===== src/rtl/ext_bus_bridge.sv =====
`default_nettype none
// ============================================================================
// ext_bus_bridge : Avalon-MM slave fanning one window out to NUM_CH
//                  bus_enable/rw/acknowledge channels plus a bridge CSR block.
// Revision       : 1.0
// ============================================================================
module ext_bus_bridge #(
    parameter int ADDR_W  = 18,
    parameter int DATA_W  = 32,
    parameter int NUM_CH  = 5,
    parameter int SEL_W   = 4,
    parameter int TIMEOUT = 255
) (
    input  logic                       clk,
    input  logic                       reset_n,
    input  logic [SEL_W+ADDR_W-1:0]    avs_address,
    input  logic                       avs_read,
    input  logic                       avs_write,
    input  logic [DATA_W/8-1:0]        avs_byteenable,
    input  logic [DATA_W-1:0]          avs_writedata,
    output logic [DATA_W-1:0]          avs_readdata,
    output logic                       avs_waitrequest,
    output logic [NUM_CH*ADDR_W-1:0]   ch_address,
    output logic [NUM_CH-1:0]          ch_bus_enable,
    output logic [NUM_CH*DATA_W/8-1:0] ch_byte_enable,
    output logic [NUM_CH-1:0]          ch_rw,
    output logic [NUM_CH*DATA_W-1:0]   ch_write_data,
    input  logic [NUM_CH*DATA_W-1:0]   ch_read_data,
    input  logic [NUM_CH-1:0]          ch_acknowledge,
    input  logic [NUM_CH-1:0]          ch_irq,
    output logic                       irq
);

    localparam int               BE_W    = DATA_W / 8;
    localparam int               ERR_W   = NUM_CH + 1;
    localparam logic [SEL_W-1:0] CSR_SEL = SEL_W'(NUM_CH);

    typedef enum logic [1:0] {
        S_IDLE  = 2'd0,
        S_ISSUE = 2'd1,
        S_CSR   = 2'd2,
        S_DONE  = 2'd3
    } state_t;

    state_t              state_q, state_d;
    logic [SEL_W-1:0]    sel_q, sel_d;
    logic [ADDR_W-1:0]   addr_q, addr_d;
    logic [BE_W-1:0]     be_q, be_d;
    logic [DATA_W-1:0]   wdata_q, wdata_d;
    logic                rd_q, rd_d;
    logic [15:0]         cnt_q, cnt_d;
    logic [DATA_W-1:0]   rdata_q, rdata_d;
    logic [NUM_CH-1:0]   mask_q, mask_d;
    logic [ERR_W-1:0]    err_q, err_d;
    logic [15:0]         to_q, to_d;
    logic [NUM_CH-1:0]   irq_q;
    logic                irq_out_q;

    logic [SEL_W-1:0]    req_sel;
    logic [NUM_CH-1:0]   hit;
    logic [DATA_W-1:0]   ch_rdata_sel;
    logic                ack_sel;
    logic                to_hit;
    logic [15:0]         csr_word;
    logic [ERR_W-1:0]    err_set;
    logic [ERR_W-1:0]    err_clr;

    assign req_sel = avs_address[SEL_W+ADDR_W-1 -: SEL_W];

    for (genvar c = 0; c < NUM_CH; c++) begin : g_ch
        assign hit[c]                            = (state_q == S_ISSUE) && (sel_q == SEL_W'(c));
        assign ch_bus_enable[c]                  = hit[c];
        assign ch_address[c*ADDR_W +: ADDR_W]    = hit[c] ? addr_q  : '0;
        assign ch_byte_enable[c*BE_W +: BE_W]    = hit[c] ? be_q    : '0;
        assign ch_write_data[c*DATA_W +: DATA_W] = hit[c] ? wdata_q : '0;
        assign ch_rw[c]                          = hit[c] ? rd_q    : 1'b1;
    end

    always_comb begin
        ch_rdata_sel = '0;
        for (int c = 0; c < NUM_CH; c++) begin
            if (hit[c]) begin
                ch_rdata_sel = ch_rdata_sel | ch_read_data[c*DATA_W +: DATA_W];
            end
        end
    end

    assign ack_sel = |(ch_acknowledge & hit);
    assign to_hit  = (to_q != 16'd0) && (cnt_q == to_q - 16'd1);

    // Only word addresses 0..3 of the CSR window are backed by registers.
    always_comb begin
        csr_word = '0;
        if ((addr_q >> 2) == '0) begin
            case (addr_q[1:0])
                2'd0:    csr_word = 16'(irq_q);
                2'd1:    csr_word = 16'(mask_q);
                2'd2:    csr_word = 16'(err_q);
                default: csr_word = to_q;
            endcase
        end
    end

    always_comb begin
        state_d = state_q;
        sel_d   = sel_q;
        addr_d  = addr_q;
        be_d    = be_q;
        wdata_d = wdata_q;
        rd_d    = rd_q;
        cnt_d   = cnt_q;
        rdata_d = rdata_q;
        mask_d  = mask_q;
        to_d    = to_q;
        err_set = '0;
        err_clr = '0;

        case (state_q)
            S_IDLE: begin
                if (avs_read || avs_write) begin
                    sel_d   = req_sel;
                    addr_d  = avs_address[ADDR_W-1:0];
                    be_d    = avs_byteenable;
                    wdata_d = avs_writedata;
                    rd_d    = avs_read;
                    cnt_d   = '0;
                    if (req_sel < CSR_SEL) begin
                        state_d = S_ISSUE;
                    end else if (req_sel == CSR_SEL) begin
                        state_d = S_CSR;
                    end else begin
                        err_set[NUM_CH] = 1'b1;
                        rdata_d         = '0;
                        state_d         = S_DONE;
                    end
                end
            end
            S_ISSUE: begin
                cnt_d = cnt_q + 16'd1;
                // Acknowledge is checked first so it wins over a coincident timeout.
                if (ack_sel) begin
                    if (rd_q) begin
                        rdata_d = ch_rdata_sel;
                    end
                    state_d = S_DONE;
                end else if (to_hit) begin
                    err_set = ERR_W'(hit);
                    if (rd_q) begin
                        rdata_d = '1;
                    end
                    state_d = S_DONE;
                end
            end
            S_CSR: begin
                if (rd_q) begin
                    rdata_d = DATA_W'(csr_word);
                end else if ((addr_q >> 2) == '0) begin
                    case (addr_q[1:0])
                        2'd1:    mask_d  = NUM_CH'(wdata_q);
                        2'd2:    err_clr = ERR_W'(wdata_q);
                        2'd3:    to_d    = 16'(wdata_q);
                        default: ;
                    endcase
                end
                state_d = S_DONE;
            end
            S_DONE: begin
                state_d = S_IDLE;
            end
            default: begin
                state_d = S_IDLE;
            end
        endcase

        err_d = (err_q & ~err_clr) | err_set;
    end

    always_ff @(posedge clk) begin
        if (!reset_n) begin
            state_q   <= S_IDLE;
            sel_q     <= '0;
            addr_q    <= '0;
            be_q      <= '0;
            wdata_q   <= '0;
            rd_q      <= 1'b1;
            cnt_q     <= '0;
            rdata_q   <= '0;
            mask_q    <= '0;
            err_q     <= '0;
            to_q      <= 16'(TIMEOUT);
            irq_q     <= '0;
            irq_out_q <= 1'b0;
        end else begin
            state_q   <= state_d;
            sel_q     <= sel_d;
            addr_q    <= addr_d;
            be_q      <= be_d;
            wdata_q   <= wdata_d;
            rd_q      <= rd_d;
            cnt_q     <= cnt_d;
            rdata_q   <= rdata_d;
            mask_q    <= mask_d;
            err_q     <= err_d;
            to_q      <= to_d;
            irq_q     <= ch_irq;
            irq_out_q <= |(irq_q & mask_q);
        end
    end

    assign avs_readdata    = rdata_q;
    assign avs_waitrequest = (state_q != S_DONE);
    assign irq             = irq_out_q;

endmodule
`default_nettype wire

===== config.mk =====
export PLATFORM = sky130hd
export DESIGN_NAME = ext_bus_bridge
export DESIGN_NICKNAME = d
export VERILOG_FILES = /design/src/rtl/ext_bus_bridge.sv
export SDC_FILE = /design/constraint.sdc
export NUM_CORES = 1
export LEC_CHECK = 0
export CAP_MARGIN = 15
export CORE_AREA = 2 2 214 216
export DETAILED_ROUTE_END_ITERATION = 10
export DIE_AREA = 0 0 216 218
export PLACE_DENSITY = 0.53
export SLEW_MARGIN = 20
export SYNTH_ARGS = -nofsm -noshare
export SYNTH_HDL_FRONTEND = slang
export SYNTH_SLANG_ARGS = --single-unit

===== constraint.sdc =====
create_clock -name clk -period 3.4 [get_ports clk]
set_clock_uncertainty 0.2 [all_clocks]
set_input_delay 0.51 -clock clk [delete_from_list [all_inputs] [get_ports clk]]
set_output_delay 0.51 -clock clk [all_outputs]
set_load 0.01 [all_outputs]

# == Word level (Yosys, flattened, before mapping) ==
# Cells that the tools add are included.
# totals
inputBits,232
wordCells,123
ff_bits,142
output_inout_bits,314
# classes
add_sub_neg,2
mux,55
bitwise_logic,10
magnitude_cmp,1
eq_ne,20
n_reduce_logical,22
# ops
operator,count
$mux 32,18
$or 32x32->32,4
$pmux 32 s3,1
$mux 18,5
$pmux 16 s3,1
$mux 16,2
$pmux 16 s2,1
$mux 6,4
$mux 4,5
$logic_not 18->1,1
$add 16x1->16 const B,1
$eq 16x16->1,1
$reduce_bool 16->1,1
$sub 16x1->16 const B,1
$mux 5,3
$and 5x5->5,2
$ne 2x2->1 const B,5
$reduce_or 5->1,2
$mux 1,9
$ne 3x3->1 const B,3
$eq 2x2->1 const B,4
$eq 4x2->1 const B,2
$eq 4x3->1 const B,2
$mux 2,4
other kinds (18),28

# == Depth between registers and ports, before layout ==
# Gate-level depths: netlist (run 1).
# depth
ltp_word,14
mapped_depth,11
ltp_nobuf,9

# == Least setup slack after synthesis (run 1) ==
# OpenSTA, ideal clock, no wires.
# synth_timing
kind,register -> output
from,register state_q[1]
to,output ch_write_data[22]
path_slack_ps,302
stages_incl_launch_ff,9
n_path_buf,3
arrival_time_ps,2388
required_ps,2690
path_cell_list,dfxtp_1 inv_1 ha_1 or4b_2 clkbuf_1 nor2_1 clkbuf_1 clkbuf_1 and2_1
# synth_via
elab_chain_len,3
# synth_lines
item,line_no,text
from (decl),45,"state_t state_q, state_d;"
from (signal assigned),194,state_q <= state_d;
$eq 2x1->1,71,assign hit[c] = (state_q == S_ISSUE) && (sel_q == SEL_W'(c));
$logic_and 1x1->1,71,
named net ch_bus_enable[0],24,"output logic [NUM_CH-1:0] ch_bus_enable,"
$mux 32,75,assign ch_write_data[c*DATA_W +: DATA_W] = hit[c] ? wdata_q : '0;
to (decl),27,"output logic [NUM_CH*DATA_W-1:0] ch_write_data,"
# The timed path passes the listed nets, and every way through them passes these cells.

# == Worst setup path in the final report (run 1) ==
# layout_timing
from,register state_q[1]
to,output ch_bus_enable[4]
# layout_via
elab_chain_len,2
# layout_lines
item,line_no
$eq 2x1->1,71
$logic_and 1x1->1,71
to (decl),24
# Every way passes these cells.

==> results of run 1 <==
worst min path at each step:
stage	from	end	slack (ns)
floorplan	err_q[0]	err_q[0]	0.24
detailed placement	avs_readdata[20]	avs_readdata[20]	0.25
global placement	avs_readdata[4]	avs_readdata[4]	0.25
CTS	reset_n	to_q[3]	0.23
global route	reset_n	to_q[3]	0.26
finish	reset_n	to_q[3]	0.26
metal layers:
layer / part of all wire, % / GRT usage, %
met5: 0.080 / 0
met4: 1.5 / 4.863
met3: 6.6 / 5.649
met2: 50 / 37.23
met1: 42 / 25.27
flip-flops by register name, summed over array words and instances, names as in the netlist, 5 cells and up:
register and flops:
err_q 6, cnt_q 16, irq_q 5, mask_q 5, addr_q 18, avs_readdata 32, to_q 16, wdata_q 32
where the power goes:
part | internal, mW | total, mW | switching, mW
registers | 1.90 | 2.36 | 0.459
clock network | 1.08 | 1.87 | 0.795
logic | 1.41 | 3.05 | 1.64
total | 4.39 | 7.29 | 2.89
per-stage QoR:
step | total power [mW] | hold WS, ns | worst slack (ns) | utilization, %
6_report | 7.285 | 0.2555 | 0.1221 | 37.29
5_1_grt | 7.681 | 0.2555 | -0.006343 | 37.29
4_1_cts | 7.349 | 0.2292 | 0.0004763 | 36.94
3_5_place_dp | 5.229 | 0.2506 | 0.08625 | 35.10
3_3_place_gp | 5.211 | 0.2456 | 0.08882 | 35.10
2_1_floorplan | 3.735 | 0.2379 | 0.3024 | -
timing repair:
action | CTS | global route
pin swaps | 2 | 3
endpoints found under the setup margin | 189 | 118
setup buffers | 14 | 5
cloned | 8 | 3
resized for setup | 118 | 24
worst reg2reg max path, delay by kind of cell, from the launching register on:
kind	cells	cell delay, ns
buf+inv	6	0.93
compound gates	2	0.62
simple gates	3	0.51
flops	1	0.39
mux	1	0.26
fa+ha+maj	1	0.18
area by class of cell:
cell class / instances / area share (%)
Antenna cell: 1 / 0.01495
Clock buffer: 18 / 2.564
Clock inverter: 13 / 0.8521
Inverter: 10 / 0.2242
Multi-Input combinational cell: 1004 / 37.96
Sequential cell: 142 / 17.00
Tap cell: 600 / 4.485
Timing Repair Buffer: 608 / 36.89
cells in the final DEF, fill, tap and decap left out, drive strengths merged, types with 3 or more instances in the layout:
master         count
a21boi            74
a21o              10
a21oi             24
a22oi             33
a31oi             18
and2             223
and3              62
and3b              3
and4               3
buf               58
bufbuf             3
clkbuf            22
clkdlybuf4s50    427
clkinv             6
clkinvlp           3
dfxtp            142
dlygate4sd2      103
dlymetal6s2s      13
ha                 7
inv               12
mux2i             76
mux4               5
nand2            258
nand2b             7
nand3             16
nand4              6
nor2              40
nor2b             12
nor3              10
nor4              11
o2111ai           19
o211ai             7
o21ai             15
or3                9
or4                3
xnor2             12
xor2              17
kinds of logic (layout without fill, tap and decap cells):
kind of cell,after synthesis,after routing,synth area share (%)
and+or+nand+nor,674,674,36.55
AOI/OAI and AO/OA,213,213,16.09
xor gates and xnor gates,29,29,2.643
adders and majority gates,7,7,0.9114
DFF,142,142,29.58
other,0,1,0
buffers and inverters,122,649,5.130
muxes,81,81,9.089
==> metrics.txt, run 1 <==
CTS tree=built; timing endpoint of the critical path=ch_bus_enable[4]; Net Count, Synth=between 1500 and 2000; Avg Cell Area, Syn=roughly 7.6 um^2; Seq. cell area=0.002846 mm^2; area after detailed placement=between 0.015 and 0.02 mm^2; Worst-path clk slew=0.06 ns; overall routing resource usage=21.02%; worst path required time=2.69 ns; leakage component of the power=~7 nW; Chip Width=around 220 um; Least-Margin Pin Slew=between 0.7 and 0.8 ns; CTS H-tree depth=4; status=complete, no violations; post-synthesis cell type count=between 60 and 70; grt total ovfl=0; VDD IR-drop max=between 300 and 400 uV; Initial Utilization=21.40%; number of buffers inserted by hold repair at cts=0; Vias per Instance=around 4.6; Max stage delay on crit path=approximately 0.55 ns; # port buffers=about 550; worst reg-to-reg path cell count=13; Critical Path Start Type=flip-flop; sum of buffers and inverters on the critical path=4; Hold Path Stages=2; Max Root-Sink Buffers=2; Hold Violations, Final=0; area used by multi-input combinational logic=about 0.0064 mm^2; DRT Pass-1 Iters=5; Synth Instances=1268; maximum number of pins on one net before global-route repair=59; drc violations=0; Filler cells=4673; highest-delay cell along the critical path=sky130_fd_sc_hd__clkdlybuf4s50_1; Post-synth EDFFs=0; number of antenna-violating nets in the routed design=0; relative slew slack=~48%; proportion of layout cells with a drive suffix above 1=under 10%; total vias in the final route=around 11000; Yosys top cell by area=sky130_fd_sc_hd__dfxtp_1; cell at the root of the clock tree=sky130_fd_sc_hd__clkbuf_16; cell types with the largest area share after synthesis=sky130_fd_sc_hd__dfxtp_1 (30%), sky130_fd_sc_hd__and2_1 (15%), sky130_fd_sc_hd__nand2_1 (10%); Worst R2R Start=state_q[1]; worst skew pair latency=0.43 ns; maximum fanout along the worst path=13; via count of the first global-routing pass=between 10000 and 15000; synth warn=0; Top FF cell, synth=sky130_fd_sc_hd__dfxtp_1; flop2flop setup slack=around 0.22 ns; CP delay by family, top=buffers and inverters; share of the synthesized area in the top cell type=29.58%; antenna violations before repair=6; final standard cell count with taps included and fillers excluded=between 2000 and 2500; number of nets in the layout=around 2000; data arrival time at the worst-slack endpoint=2.57 ns; Std-Cell Rows=slightly below 80; reg-to-reg critical path endpoint=avs_readdata[23]; maxcap violations=0; Total Wirelength=52460 um; die outline height=218 um; area of the die=around 0.047 mm^2; violation count after the first detailed-route iteration=approximately 700; most repeated cell in the gate-level netlist after synthesis=sky130_fd_sc_hd__nand2_1; HP Class=in -> reg; layout overhead on the synthesized area=74.21%; half-perimeter wire length after placement=around 37000 um; total stage count of the critical path=7; Power Dens Cells=between 400 and 500 mW/mm^2; Crit Path Class=reg -> out; cells along the critical path=inv_2, ha_2, or4b_4, nor2_4, buf_12, buf_16, clkdlybuf4s50_1; Final Max Slew Viols=0; global-route wire length before repair=approximately 73000 um; area of the placeable core=0.04489 mm^2; minimum period implied by the final worst setup slack=between 3 and 4 ns; clock sinks=~140; number of placed I/O pins=~550; register bit count reported by yosys=approximately 140; Highest Clock Rate=305.1 MHz; global placement routability congestion=slightly below 0.9; proportion of synthesized chip area in sequential cells=roughly 30%; Placed Cells=~2300; setup violation total in the final timing report=0; mean routed wirelength per cell=around 22 um; combined area of all synthesized cells=0.009609 mm^2; fin area=roughly 0.017 mm^2; share of the clock period used by the worst path after layout=between 90% and 100%; Total Neg Setup Slack=0 ns; clock buffers created by TritonCTS=17; source of the critical timing path=state_q[1]; Async SR Flop Fraction=0%; most common library cells after synthesis=sky130_fd_sc_hd__nand2_1 (258), sky130_fd_sc_hd__and2_1 (223), sky130_fd_sc_hd__dfxtp_1 (142), sky130_fd_sc_hd__clkbuf_1 (103), sky130_fd_sc_hd__mux2i_1 (76); endpoint kind of the worst setup timing path=output pin
No activity file was read; power rests on OpenSTA's default activity.
==> run 2: changes to the inputs <==
- HOLD_SLACK_MARGIN: not set -> 0.06
==> results of run 2 <==
Same layout as run 1: the final DEF is identical, and so are final timing and power.
